**config.mk**
```make
export PLATFORM = sky130hd
export DESIGN_NAME = wb_port_arbiter_flat
export DESIGN_NICKNAME = d
export VERILOG_FILES = /design/src/rtl/wb_port_arbiter_if.sv /design/src/rtl/wb_port_arbiter.sv /design/src/flat_wrapper.sv
export SDC_FILE = /design/constraint.sdc
export NUM_CORES = 1
export LEC_CHECK = 0
export ABC_AREA = 1
export ABC_CLOCK_PERIOD_IN_PS = 11660
export BUFFER_PORTS_ARGS = -buffer_cell sky130_fd_sc_hd__buf_2
export CORE_MARGIN = 1
export CORE_UTILIZATION = 57
export DETAILED_ROUTE_END_ITERATION = 10
export GPL_TIMING_DRIVEN = 0
export PLACE_DENSITY = 0.95
export SLEW_MARGIN = 20
export SYNTH_ARGS = -nofsm -noshare
export SYNTH_HDL_FRONTEND = slang
export SYNTH_SLANG_ARGS = --single-unit
```
**constraint.sdc**
```tcl
create_clock -name clk_sys_i -period 11.66 [get_ports clk_sys_i]
set_clock_uncertainty 0.15 [all_clocks]
set_input_delay 1.749 -clock clk_sys_i [delete_from_list [all_inputs] [get_ports clk_sys_i]]
set_output_delay 1.749 -clock clk_sys_i [all_outputs]
set_load 0.01 [all_outputs]
```
**src/rtl/wb_port_arbiter_if.sv**
```systemverilog
// Bus bundle between the pipeline (master) and the register-file write-port arbiter (slave).
// Signal names keep the arbiter's point of view for direction suffixes.
interface wb_port_arbiter_if #(
  parameter int unsigned XLEN = 64
);
  logic            wb_wen_i;
  logic [4:0]      wb_rd_i;
  logic [XLEN-1:0] wb_data_i;
  logic            stall_o;
  logic            issue_i;
  logic [4:0]      issue_rd_i;
  logic            issue_ready_o;
  logic [31:0]     busy_o;
  logic            llu_valid_i;
  logic            llu_ready_o;
  logic [4:0]      llu_rd_i;
  logic [XLEN-1:0] llu_data_i;
  logic            rf_wen_o;
  logic [4:0]      rf_addr_o;
  logic [XLEN-1:0] rf_data_o;

  modport slave (
    input  wb_wen_i, wb_rd_i, wb_data_i, issue_i, issue_rd_i, llu_valid_i, llu_rd_i, llu_data_i,
    output stall_o, issue_ready_o, busy_o, llu_ready_o, rf_wen_o, rf_addr_o, rf_data_o
  );

  modport master (
    output wb_wen_i, wb_rd_i, wb_data_i, issue_i, issue_rd_i, llu_valid_i, llu_rd_i, llu_data_i,
    input  stall_o, issue_ready_o, busy_o, llu_ready_o, rf_wen_o, rf_addr_o, rf_data_o
  );
endinterface

```
**src/rtl/wb_port_arbiter.sv**
```systemverilog
// Shares the register-file write port between write-back (priority) and queued LLU results,
// with a starvation-forced stall slot and an LLU busy scoreboard.
module wb_port_arbiter #(
  parameter int unsigned XLEN         = 64,
  parameter int unsigned STARVE_LIMIT = 8
) (
  input logic               clk_sys_i,
  input logic               rst_sys_i,
  wb_port_arbiter_if.slave  bus
);
  localparam logic [7:0] Limit = 8'(STARVE_LIMIT);

  typedef enum logic [1:0] {StIdle, StWait, StForce} state_e;

  state_e          state_q, state_d;
  logic [7:0]      cnt_q, cnt_d;
  logic [1:0]      count_q, count_d;
  logic            wr_ptr_q, rd_ptr_q;
  logic [4:0]      fifo_rd_q   [2];
  logic [XLEN-1:0] fifo_data_q [2];
  logic [31:0]     busy_q, busy_d;
  logic            rf_wen_q, rf_wen_d;
  logic [4:0]      rf_addr_q, rf_addr_d;
  logic [XLEN-1:0] rf_data_q, rf_data_d;

  logic            stall, push, pop, wb_grant;
  logic [4:0]      head_rd;
  logic [XLEN-1:0] head_data;

  assign stall     = (state_q == StForce);
  assign push      = bus.llu_valid_i && (count_q != 2'd2);
  assign wb_grant  = !stall && bus.wb_wen_i && (bus.wb_rd_i != 5'd0);
  // Forced slot falls out naturally: stall suppresses wb_grant, so the head pops.
  assign pop       = (count_q != 2'd0) && !wb_grant;
  assign head_rd   = fifo_rd_q[rd_ptr_q];
  assign head_data = fifo_data_q[rd_ptr_q];

  always_comb begin
    count_d = count_q;
    if (push && !pop) begin
      count_d = count_q + 2'd1;
    end else if (!push && pop) begin
      count_d = count_q - 2'd1;
    end
  end

  always_comb begin
    rf_wen_d  = 1'b0;
    rf_addr_d = rf_addr_q;
    rf_data_d = rf_data_q;
    if (wb_grant) begin
      rf_wen_d  = 1'b1;
      rf_addr_d = bus.wb_rd_i;
      rf_data_d = bus.wb_data_i;
    end else if (pop && (head_rd != 5'd0)) begin
      rf_wen_d  = 1'b1;
      rf_addr_d = head_rd;
      rf_data_d = head_data;
    end
  end

  // Set after clear so a same-cycle issue wins; re-issuing a busy rd leaves it set.
  always_comb begin
    busy_d = busy_q;
    if (pop) busy_d[head_rd] = 1'b0;
    if (bus.issue_i) busy_d[bus.issue_rd_i] = 1'b1;
    busy_d[0] = 1'b0;
  end

  always_comb begin
    state_d = state_q;
    cnt_d   = cnt_q;
    unique case (state_q)
      StIdle: begin
        cnt_d = 8'd0;
        if (push) state_d = StWait;
      end
      StWait: begin
        if (pop) begin
          cnt_d   = 8'd0;
          state_d = (count_d == 2'd0) ? StIdle : StWait;
        end else begin
          if (cnt_q < Limit) cnt_d = cnt_q + 8'd1;
          if (cnt_d == Limit) state_d = StForce;
        end
      end
      StForce: begin
        cnt_d   = 8'd0;
        state_d = (count_d == 2'd0) ? StIdle : StWait;
      end
      default: begin
        cnt_d   = 8'd0;
        state_d = StIdle;
      end
    endcase
  end

  always_ff @(posedge clk_sys_i) begin
    if (rst_sys_i) begin
      state_q   <= StIdle;
      cnt_q     <= 8'd0;
      count_q   <= 2'd0;
      wr_ptr_q  <= 1'b0;
      rd_ptr_q  <= 1'b0;
      busy_q    <= 32'd0;
      rf_wen_q  <= 1'b0;
      rf_addr_q <= 5'd0;
      rf_data_q <= '0;
    end else begin
      state_q   <= state_d;
      cnt_q     <= cnt_d;
      count_q   <= count_d;
      busy_q    <= busy_d;
      rf_wen_q  <= rf_wen_d;
      rf_addr_q <= rf_addr_d;
      rf_data_q <= rf_data_d;
      if (push) wr_ptr_q <= ~wr_ptr_q;
      if (pop)  rd_ptr_q <= ~rd_ptr_q;
    end
  end

  // Payload storage needs no reset; occupancy is tracked by count_q.
  always_ff @(posedge clk_sys_i) begin
    if (push) begin
      fifo_rd_q[wr_ptr_q]   <= bus.llu_rd_i;
      fifo_data_q[wr_ptr_q] <= bus.llu_data_i;
    end
  end

  assign bus.stall_o       = stall;
  assign bus.issue_ready_o = !busy_q[bus.issue_rd_i];
  assign bus.busy_o        = busy_q;
  assign bus.llu_ready_o   = (count_q != 2'd2);
  assign bus.rf_wen_o      = rf_wen_q;
  assign bus.rf_addr_o     = rf_addr_q;
  assign bus.rf_data_o     = rf_data_q;
endmodule

```
**src/flat_wrapper.sv**
```systemverilog
// flat-port wrapper written by rule: the top's interface ports become plain ports
module wb_port_arbiter_flat 
#(
  parameter int unsigned XLEN         = 64,
  parameter int unsigned STARVE_LIMIT = 8
)
  (clk_sys_i, rst_sys_i, bus_wb_wen_i, bus_wb_rd_i, bus_wb_data_i, bus_issue_i, bus_issue_rd_i, bus_llu_valid_i, bus_llu_rd_i, bus_llu_data_i, bus_stall_o, bus_issue_ready_o, bus_busy_o, bus_llu_ready_o, bus_rf_wen_o, bus_rf_addr_o, bus_rf_data_o);
  wb_port_arbiter_if #(.XLEN(XLEN)) bus_i ();
  input logic clk_sys_i;
  input logic rst_sys_i;
  input wire logic [$bits(bus_i.wb_wen_i)-1:0] bus_wb_wen_i;
  input wire logic [$bits(bus_i.wb_rd_i)-1:0] bus_wb_rd_i;
  input wire logic [$bits(bus_i.wb_data_i)-1:0] bus_wb_data_i;
  input wire logic [$bits(bus_i.issue_i)-1:0] bus_issue_i;
  input wire logic [$bits(bus_i.issue_rd_i)-1:0] bus_issue_rd_i;
  input wire logic [$bits(bus_i.llu_valid_i)-1:0] bus_llu_valid_i;
  input wire logic [$bits(bus_i.llu_rd_i)-1:0] bus_llu_rd_i;
  input wire logic [$bits(bus_i.llu_data_i)-1:0] bus_llu_data_i;
  output wire logic [$bits(bus_i.stall_o)-1:0] bus_stall_o;
  output wire logic [$bits(bus_i.issue_ready_o)-1:0] bus_issue_ready_o;
  output wire logic [$bits(bus_i.busy_o)-1:0] bus_busy_o;
  output wire logic [$bits(bus_i.llu_ready_o)-1:0] bus_llu_ready_o;
  output wire logic [$bits(bus_i.rf_wen_o)-1:0] bus_rf_wen_o;
  output wire logic [$bits(bus_i.rf_addr_o)-1:0] bus_rf_addr_o;
  output wire logic [$bits(bus_i.rf_data_o)-1:0] bus_rf_data_o;
  assign bus_i.wb_wen_i = bus_wb_wen_i;
  assign bus_i.wb_rd_i = bus_wb_rd_i;
  assign bus_i.wb_data_i = bus_wb_data_i;
  assign bus_i.issue_i = bus_issue_i;
  assign bus_i.issue_rd_i = bus_issue_rd_i;
  assign bus_i.llu_valid_i = bus_llu_valid_i;
  assign bus_i.llu_rd_i = bus_llu_rd_i;
  assign bus_i.llu_data_i = bus_llu_data_i;
  assign bus_stall_o = bus_i.stall_o;
  assign bus_issue_ready_o = bus_i.issue_ready_o;
  assign bus_busy_o = bus_i.busy_o;
  assign bus_llu_ready_o = bus_i.llu_ready_o;
  assign bus_rf_wen_o = bus_i.rf_wen_o;
  assign bus_rf_addr_o = bus_i.rf_addr_o;
  assign bus_rf_data_o = bus_i.rf_data_o;
  wb_port_arbiter #(.XLEN(XLEN), .STARVE_LIMIT(STARVE_LIMIT)) u_core (.clk_sys_i(clk_sys_i), .rst_sys_i(rst_sys_i), .bus(bus_i));
endmodule
```
==> flow_metrics.py, run 1 <==
metrics = {
    "worst_setup_path": {
        "reg2regPathDepth": 9,
        "regToRegSetupSlack_ns": 9.14,
        "timing.critical_path.fanout_max": 8,
        "setup.worst_path.start_class": "primary input",
        "worstReg2RegEnd": "u_core.bus.busy_o[3]$_SDFF_PP0_",
        "endpoint": "bus_issue_ready_o",
        "worstSetupPathType": "in -> out",
        "timing.critical_path.from": "bus_issue_rd_i[1]",
        "timing.critical_path.required_ns": 9.76,
        "timing.critical_path.to_type": "primary output",
        "r2r_start": "u_core.state_q[1]$_SDFFE_PP0P_",
        "crit_path_dat_ns": 3.31,
    },
    "grt": {
        "first_global_vias": 8360,
        "grt_start_max_net_pins": 25,
        "grt-ovfl-total": 0,
        "grt_pass1_wl_um": 43300,
        "grt_util_all_layers": 0.311,
        "grt_antenna_before_repair": 9,
    },
    "sta": {
        "finalWorstSetupSlack_ns": 6.45,
        "hold_viol_final": 0,
        "rsz0062_at_grt": "no",
        "timing.final.max_slew_violations": 0,
        "timing.final.setup_violations": 0,
        "tcrit_tclk_final": 0.447,
        "post-route-min-period_ns": 5.21,
        "worst_pin_slew_ns": 0.758,
        "max-slew-margin-rel": 0.493,
        "fin_worst_hold_slack_ns": 0.304,
        "maxClockFrequency_mhz": 192,
        "fin_tns_setup_ns": 0,
    },
    "clock_tree": {
        "cts.htree.levels": 1,
        "total_clock_sinks": 254,
        "cts_hold_buf": 0,
        "cts.repair_timing.setup_buffer_count": 0,
        "numCtsBuffers": 26,
        "clock_tree_from_tritoncts": "done",
        "cts-root-buf": "clkbuf_16",
        "cts.reportedPaths.clkPinSlew_ns": 0.06,
        "clock_insertion_delay_worst_skew_ns": 0.53,
        "cts_max_path_buffers": 3,
        "cts_repair_resize_count": 0,
    },
    "route": {
        "initialDrtViolationCount": 555,
        "route.antenna.remaining_nets": 0,
        "detailroute.via_count": 8245,
        "drt-pass1-iter-count": 5,
        "route.detailed.vias_per_inst": 5.66,
        "drt-total-wl_um": 29000,
        "detail_route.wl_per_cell_um": 19.9,
        "detail_route.drc_violations": 0,
    },
    "final_layout": {
        "multiInputGateArea_um2": 3520,
        "nNetsFinal": 1354,
        "layout.filler_cells": 1149,
        "layout_commonest_cell": "buf_2",
        "final_util": 0.736,
        "most-common-layout-cells": "buf_2, nor2_1, edfxtp_1",
        "layout-area-overhead-vs-synth_pct": 24.8,
        "sequential_cell_area_um2": 6470,
        "post_route_cells_drive_above_1_share": 0.380,
    },
    "synth": {
        "yosysWarningCount": 0,
        "synth-edff-count": 138,
        "synth_top_cells_by_area": "edfxtp_1, dfxtp_1, mux2_2",
        "syn_nets": 1070,
        "syn-instance-count": 919,
        "post_synth.cell_area_avg_um2": 11.3,
        "synth_cell_types": 29,
        "ys_ff_latch": 254,
        "synth_area_leader_cell": "edfxtp_1",
        "synth_top_cell_area_share": 0.400,
        "synthesis.area_um2": 10400,
        "synth-async-reset-ratio": 0,
        "synth-main-ff-cell": "edfxtp_1",
        "seq_area_frac_synth": 0.625,
    },
    "status": {
        "status": "complete, no violations",
    },
    "floorplan": {
        "floorplan.die.width_um": 137,
        "floorplan.io_pins": 253,
        "fp.dieH_um": 137,
        "fp-row-count": 48,
        "core_area_um2": 17500,
        "initial_utilization": 0.590,
        "floorplan.die_area_um2": 18700,
    },
    "power": {
        "pwr_density_cell_nw_per_um2": 188,
        "power.leakage_nw": 5.35,
        "peakVddDrop_uv": 154,
    },
    "placed_design": {
        "hpwl_um": 19500,
        "place_congestion": 0.909,
        "dp_worst_setup_slack_ns": 6.48,
        "buffer_ports.inserted": 250,
    },
    "hold_path": {
        "worstHoldPathType": "reg -> reg",
    },
    "job": {
        "cap_viol_max_count": 0,
    },
}
==> logic make-up (layout without fill, tap and decap cells) <==
kind of cell	after synthesis	after routing	synth area share
compound gates	173	173	0.0875
xor+xnor	1	1	0.000846
buf+inv	87	391	0.0370
other cells	1	9	0.000362
mux	132	132	0.143
fa+ha+maj	3	3	0.00363
simple gates	268	268	0.103
flops	254	254	0.625
==> worst max-delay path, cell delays in order <==
cell and delay, ns:
buf_2 0.12, or2_2 0.11, clkbuf_1 0.34, o22ai_1 0.11
o21ai_0 0.28, nand4_1 0.17, or2_2 0.29, buf_2 0.14
==> power by group <==
part,switching (mW),leakage [nW],internal [mW]
clock,0.347,0.432,0.480
sequential,0.0433,2.25,1.06
combinational,0.300,2.67,0.201
total,0.689,5.35,1.74
==> synth_stat cells, types with 7 or more instances <==
master / n
inv_1: 40
o31ai_1: 7
a21oi_1: 40
o22ai_1: 15
buf_2: 20
mux2_2: 130
nor3_1: 9
dfxtp_1: 116
edfxtp_1: 138
nor2_1: 170
nand3_1: 10
clkbuf_1: 18
nand2_1: 68
o21ai_0: 105
==> metal layers <==
metal | GRT usage | up-vias | part of all wire
met5 | 0 | - | 0
met4 | 0.159 | 0 | 0.042
met3 | 0.0615 | 93 | 0.077
met2 | 0.552 | 436 | 0.50
met1 | 0.356 | 3923 | 0.38
li1 | - | 3793 | -
==> worst min-delay path by stage <==
stage                                      start                           end  slack [ns]  depth (start not counted)
finish                u_core.cnt_q[5]$_SDFF_PP0_    u_core.cnt_q[5]$_SDFF_PP0_        0.30                          2
global route          u_core.cnt_q[5]$_SDFF_PP0_    u_core.cnt_q[5]$_SDFF_PP0_        0.33                          2
CTS                   u_core.cnt_q[5]$_SDFF_PP0_    u_core.cnt_q[5]$_SDFF_PP0_        0.30                          2
detailed placement    u_core.cnt_q[5]$_SDFF_PP0_    u_core.cnt_q[5]$_SDFF_PP0_        0.29                          2
global placement    u_core.rd_ptr_q$_SDFFE_PP0P_  u_core.rd_ptr_q$_SDFFE_PP0P_        0.29                          1
floorplan           u_core.rd_ptr_q$_SDFFE_PP0P_                      register        0.28                          1
==> final cells by class <==
class / count / share of cell area
sequential: 254 / 0.501
multi-input combinational: 578 / 0.272
timing repair buffer: 256 / 0.107
clock buffer: 37 / 0.0591
tap: 225 / 0.0218
buffer: 44 / 0.0171
inverter: 43 / 0.0126
clock inverter: 11 / 0.00746
antenna: 8 / 0.00155
==> through the flow <==
stage          area, um2  power [mW]  cells
5_1_grt            12900        2.51   1454
3_3_place_gp       11900        1.57   1394
4_1_cts            12900        2.42   1448
3_5_place_dp       12000        1.60   1400
6_report           12900        2.43   1456
2_1_floorplan      10400        1.41    919
==> state kept, by name (all words and copies together) (netlist names), named ones only <==
| signal | flops |
|---|---|
| u_core.rd_ptr_q | 1 |
| u_core.wr_ptr_q | 1 |
| u_core.cnt_q | 8 |
| u_core.count_q | 2 |
| u_core.bus.busy_o | 31 |
| u_core.fifo_data_q | 128 |
| u_core.bus.rf_wen_o | 1 |
| u_core.bus.rf_addr_o | 5 |
| u_core.bus.rf_data_o | 64 |
| u_core.fifo_rd_q | 10 |
| u_core.state_q | 2 |
(Power assumes the default switching activity.)
==> run 2: changes to the inputs <==
ABC_AREA = 0   (was 1)
ABC_CLOCK_PERIOD_IN_PS = 5200   (was 11660)
CORE_UTILIZATION = 53   (was 57)
PLACE_DENSITY = 0.91   (was 0.95)
clock period = 5.2 ns   (was 11.66 ns; I/O delays follow)
==> run 2 against run 1 <==
  * Sequential share of layout area rose by 0.93 points
  * Final cell count fell by 2.5%
  * Global-route usage fell by 3.6 points
  * Highest routed layer is now met5
==> flow_metrics.py, run 2 <==
metrics = {
    "status": {
        "status": "complete, no violations",
    },
    "hold_path": {
        "worstHoldPathType": "in -> reg",
        "timing.hold.worst.start": "bus_llu_data_i[25]",
    },
    "route": {
        "detail_route.wl_per_cell_um": 19.6,
        "route.detailed.vias_per_inst": 5.81,
        "drt-total-wl_um": 27800,
        "route.antenna.remaining_nets": 0,
        "initialDrtViolationCount": 500,
        "detail_route.drc_violations": 0,
        "drt-pass1-iter-count": 7,
        "detailroute.via_count": 8255,
    },
    "synth": {
        "synth_cell_types": 53,
        "seq_area_frac_synth": 0.633,
        "main_combinational_cell_family_by_area_after_synthesis": "compound AO/OA/AOI/OAI gates",
        "synth_area_in_compound_gates": 0.133,
        "synth-main-ff-cell": "edfxtp_1",
        "synthesis.area_um2": 10200,
        "yosysWarningCount": 0,
        "proportion_of_synthesized_area_in_mux_cells": 0.0875,
        "yosys.area_share.xor_xnor": 0.00650,
        "ys_ff_latch": 254,
        "synth-async-reset-ratio": 0,
        "synth-edff-count": 138,
        "syn_nets": 1032,
        "synth_area_leader_cell": "edfxtp_1",
        "synth.most_common_cell": "nand2_1",
        "synth_top_cell_area_share": 0.406,
        "post_synth.cell_area_avg_um2": 11.6,
        "synth-adder-area-share": 0.00478,
        "netlist_top_cells_count": "nand2_1, edfxtp_1, dfxtp_1",
        "synth_top_cells_by_area": "edfxtp_1, dfxtp_1, mux2i_1",
        "simple_logic_cell_fraction_of_the_synthesized_area": 0.104,
        "syn-instance-count": 881,
    },
    "clock_tree": {
        "cts-root-buf": "clkbuf_16",
        "total_clock_sinks": 254,
        "clock_tree_from_tritoncts": "done",
        "cts_max_path_buffers": 3,
        "clock_insertion_delay_worst_skew_ns": 0.52,
        "cts_repair_resize_count": 0,
        "cts.reportedPaths.clkPinSlew_ns": 0.07,
        "numCtsBuffers": 26,
        "cts.repair_timing.setup_buffer_count": 0,
        "cts.htree.levels": 1,
        "cts_hold_buf": 0,
    },
    "worst_setup_path": {
        "timing.critical_path.from": "bus_issue_rd_i[0]",
        "timing.critical_path.fanout_max": 10,
        "crit_chain": "buf_2 -> buf_2 -> mux4_2 -> nand2b_1 -> nand4_1 -> buf_2",
        "worstSetupPathType": "in -> out",
        "crit_path_dat_ns": 2.19,
        "cpPeakStageDelay_ns": 0.52,
        "crit_top_cell": "buf_2",
        "timing.critical_path.slowest_stage_cell": "mux4_2",
        "setup.worst_path.start_class": "primary input",
        "timing.critical_path.required_ns": 4.27,
        "timing.critical_path.to_type": "primary output",
    },
    "grt": {
        "grt_start_max_net_pins": 42,
        "grt_antenna_before_repair": 6,
        "grt_util_all_layers": 0.276,
        "grt-ovfl-total": 0,
        "grt_pass1_wl_um": 42200,
        "first_global_vias": 8249,
    },
    "floorplan": {
        "floorplan.io_pins": 253,
        "floorplan.die_area_um2": 19800,
        "floorplan.die.width_um": 141,
        "core_area_um2": 18800,
        "initial_utilization": 0.544,
        "fp.dieH_um": 141,
        "fp-row-count": 50,
    },
    "sta": {
        "worst_pin_slew_ns": 0.908,
        "post-route-min-period_ns": 3.12,
        "maxClockFrequency_mhz": 320,
        "tcrit_tclk_final": 0.601,
        "timing.final.setup_violations": 0,
        "max-slew-margin-rel": 0.393,
        "hold_viol_final": 0,
        "finalWorstSetupSlack_ns": 2.08,
        "rsz0062_at_grt": "no",
        "timing.final.max_slew_violations": 0,
    },
    "final_layout": {
        "layout_commonest_cell": "buf_2",
        "most-common-layout-cells": "buf_2, nand2_1, edfxtp_1",
        "top_register": "u_core.fifo_data_q",
        "post_route_cells_drive_above_1_share": 0.294,
        "stdcell_count": 1420,
        "nNetsFinal": 1313,
        "largest_reg_flops": 128,
        "layout-area-overhead-vs-synth_pct": 24.2,
    },
    "placed_design": {
        "buffer_ports.inserted": 249,
        "hpwl_um": 19400,
        "post-place-cells": 1368,
        "place_congestion": 0.915,
        "dp_worst_setup_slack_ns": 2.09,
    },
    "power": {
        "peakVddDrop_uv": 310,
        "fin_total_pwr_mw": 5.98,
        "power.leakage_nw": 4.95,
        "pwr_density_cell_nw_per_um2": 472,
    },
    "job": {
        "cap_viol_max_count": 0,
    },
}
[run 2: changes by cell type after synthesis, moves of 15 or more]
cell      previous run  this run
o211ai_1             0        69
o22ai_1             15         0
mux2_2             130         4
nand2_1             68       176
inv_1               40        10
a21oi_1             40       100
o21ai_0            105        36
nor2_1             170        23
mux2i_1              2        69
[run 2: stage by stage]
| stage | TNS [ns] | util | cell area, um2 | hold slack [ns] |
|---|---|---|---|---|
| final | 0 | 0.676 | 12700 | 0.294 |
| after global routing | 0 | 0.675 | 12700 | 0.277 |
| after CTS | 0 | 0.675 | 12700 | 0.277 |
| after detailed placement | 0 | 0.632 | 11900 | 0.292 |
| after global placement | -68.78 | 0.626 | 11700 | 0.287 |
| after floorplan | 0 | - | 10200 | 0.280 |
[run 2: area by class of cell]
class,instances,area [um2]
repair buffers,253,1340
inverters,10,37.5
multi-input cells,559,3440
flip-flops and latches,254,6470
diodes,4,10.0
well taps,234,293
fillers,1373,6090
plain buffers,58,278
clock buffers,31,691
clock inverters,17,124
[run 2: worst paths after layout]
path,end,slack (ns),depth (start not counted)
min reg2reg,u_core.bus.rf_data_o[35]$_SDFFE_PP0P_,0.30,2
max,bus_issue_ready_o,2.08,6
min,u_core.fifo_data_q[1][25]$_DFFE_PP_,0.29,1
max reg2reg,u_core.bus.rf_data_o[57]$_SDFFE_PP0P_,2.51,8
[run 2: cells by family after synthesis]
group	Yosys count
AND/OR/NAND/NOR	245
buffers and inverters	68
AO/OA/AOI/OAI	223
adder cells (fa/ha/maj)	4
multiplexers	80
other	1
flip-flops	254
XOR/XNOR	6
[run 2: where the power goes]
group	switching (mW)	leakage, nW	internal (mW)
clock	0.774	0.390	1.00
sequential	0.131	2.24	2.47
combinational	0.986	2.32	0.616
[run 2: routing by layer]
metal	track usage	routed length [um]
met5	0	41
met4	0.124	1060
met3	0.0557	2050
met2	0.487	13900
met1	0.325	10800
[run 2: critical path, delay by kind of cell]
| kind | cells | cell delay [ns] |
|---|---|---|
| buf+inv | 3 | 0.59 |
| mux | 1 | 0.52 |
| simple gates | 2 | 0.28 |
==> run 3: changes to the inputs <==
ABC_CLOCK_PERIOD_IN_PS = 3200   (was 5200)
clock period = 3.2 ns   (was 5.2 ns; I/O delays follow)
==> run 3 against run 2 <==
  * Count of clock-buffer cells in the layout increased by 7
  * Worst hold slack worse by 0.28 ns
  * Combinational power up 66%
  * Clock power rose by 63%
  * Sequential share of layout area is 1.1 points lower
==> flow_metrics.py, run 3 (synthesis results as in run 2) <==
metrics = {
    "sta": {
        "fin_tns_setup_ns": 0,
        "fin_worst_hold_slack_ns": 0.0126,
        "max-slew-margin-rel": 0.397,
        "rsz0062_at_grt": "no",
        "post-route-min-period_ns": 2.62,
        "worst_pin_slew_ns": 0.903,
        "tcrit_tclk_final": 0.820,
        "maxClockFrequency_mhz": 381,
        "timing.final.setup_violations": 0,
        "timing.final.max_slew_violations": 0,
        "hold_viol_final": 0,
    },
    "final_layout": {
        "top_register": "u_core.fifo_data_q",
        "multiInputGateArea_um2": 3440,
        "layout-area-overhead-vs-synth_pct": 27.0,
        "post_route_cells_drive_above_1_share": 0.287,
        "sequential_cell_area_um2": 6470,
        "stdcell_count": 1444,
        "largest_reg_flops": 128,
        "layout_commonest_cell": "buf_2",
        "most-common-layout-cells": "buf_2, nand2_1, edfxtp_1",
        "final_util": 0.691,
        "nNetsFinal": 1340,
        "post-route-cell-area_um2": 13000,
        "layout.filler_cells": 1296,
    },
    "clock_tree": {
        "clock_tree_from_tritoncts": "done",
        "cts_max_path_buffers": 3,
        "total_clock_sinks": 254,
        "cts.reportedPaths.clkPinSlew_ns": 0.06,
        "cts.htree.levels": 1,
        "cts.repair_timing.setup_buffer_count": 0,
        "cts-root-buf": "clkbuf_16",
        "clock_insertion_delay_worst_skew_ns": 0.51,
        "numCtsBuffers": 25,
    },
    "worst_setup_path": {
        "setup.worst_path.start_class": "register",
        "worstSetupPathType": "reg -> reg",
        "timing.critical_path.fanout_max": 10,
        "timing.critical_path.to_type": "register",
        "crit_path_dat_ns": 2.89,
        "timing.critical_path.required_ns": 3.47,
    },
    "route": {
        "route.detailed.vias_per_inst": 5.83,
        "detail_route.drc_violations": 0,
        "drt-pass1-iter-count": 7,
        "detail_route.wl_per_cell_um": 19.8,
        "drt-total-wl_um": 28500,
        "route.antenna.remaining_nets": 0,
        "initialDrtViolationCount": 598,
        "detailroute.via_count": 8421,
    },
    "grt": {
        "grt-ovfl-total": 0,
        "grt_util_all_layers": 0.282,
        "grt_antenna_before_repair": 7,
        "grt_pass1_wl_um": 43300,
        "first_global_vias": 8403,
        "grt_start_max_net_pins": 37,
    },
    "placed_design": {
        "placedInstanceArea_um2": 11900,
        "hpwl_um": 19400,
        "buffer_ports.inserted": 249,
        "post-place-cells": 1368,
        "place_congestion": 0.936,
    },
    "floorplan": {
        "initial_utilization": 0.544,
        "core_area_um2": 18800,
        "floorplan.die.width_um": 141,
        "fp-row-count": 50,
        "floorplan.die_area_um2": 19800,
        "floorplan.io_pins": 253,
        "fp.dieH_um": 141,
    },
    "hold_path": {
        "worstHoldPathType": "in -> reg",
    },
    "job": {
        "cap_viol_max_count": 0,
    },
    "power": {
        "peakVddDrop_uv": 505,
        "power.leakage_nw": 5.09,
        "pwr_density_cell_nw_per_um2": 756,
    },
    "status": {
        "status": "complete, no violations",
    },
}
## run 3: path summary, 6_finish.rpt
path | slack [ns] | start | cells past startpoint | endpoint
setup / recovery | 0.58 | register | 8 | u_core.bus.rf_data_o[58]$_SDFFE_PP0P_
hold / removal | 0.01 | bus_llu_data_i[13] | 1 | u_core.fifo_data_q[1][13]$_DFFE_PP_
setup reg to reg | 0.58 | register | 8 | u_core.bus.rf_data_o[58]$_SDFFE_PP0P_
hold reg to reg | 0.30 | u_core.bus.rf_data_o[59]$_SDFFE_PP0P_ | 2 | u_core.bus.rf_data_o[59]$_SDFFE_PP0P_
## run 3: power breakdown
group	switching [mW]	internal, mW	total, mW
Clock	1.20	1.71	2.90
Sequential	0.213	4.02	4.23
Combinational	1.63	1.03	2.66
Total	3.04	6.76	9.80
## run 3: worst max-delay path, cell delays in order, from the launching register on
cell and delay (ns):
dfxtp_1 0.36, buf_2 0.29, or3_1 0.20, a22oi_1 0.12, o21ai_1 0.45, buf_2 0.36
buf_2 0.27, o211ai_1 0.15, a21oi_1 0.18
## run 3: timing repair
action | 4_1_cts | 5_1_grt
endpoints found under the setup margin | 0 | 0
hold buffers | 27 | 1
resized for setup | 0 | 0
hold endpoints to repair | 48 | 2
## run 3: stage by stage
step                      worst slack (ns)  power (mW)
final                                0.577        9.80
after global routing                 0.395        10.2
after CTS                            0.568        9.77
after detailed placement             0.489        6.87
after global placement              -0.910        6.68
after floorplan                     0.0870        5.92
## run 3: final cells by class
class / instances / area share
Antenna cell: 3 / 0.000579
Buffer: 58 / 0.0214
Clock buffer: 38 / 0.0583
Clock inverter: 7 / 0.00463
Inverter: 10 / 0.00290
Multi-Input combinational cell: 559 / 0.265
Sequential cell: 254 / 0.499
Tap cell: 234 / 0.0226
Timing Repair Buffer: 281 / 0.126
## run 3: metal layers
metal | wire length (um) | GRT usage | part of all wire | vias to the layer above
li1 | - | - | - | 3831
met1 | 10500 | 0.323 | 0.37 | 4015
met2 | 14200 | 0.502 | 0.50 | 453
met3 | 2520 | 0.0662 | 0.088 | 114
met4 | 1220 | 0.129 | 0.043 | 8
met5 | 53 | 0 | 0.0019 | -
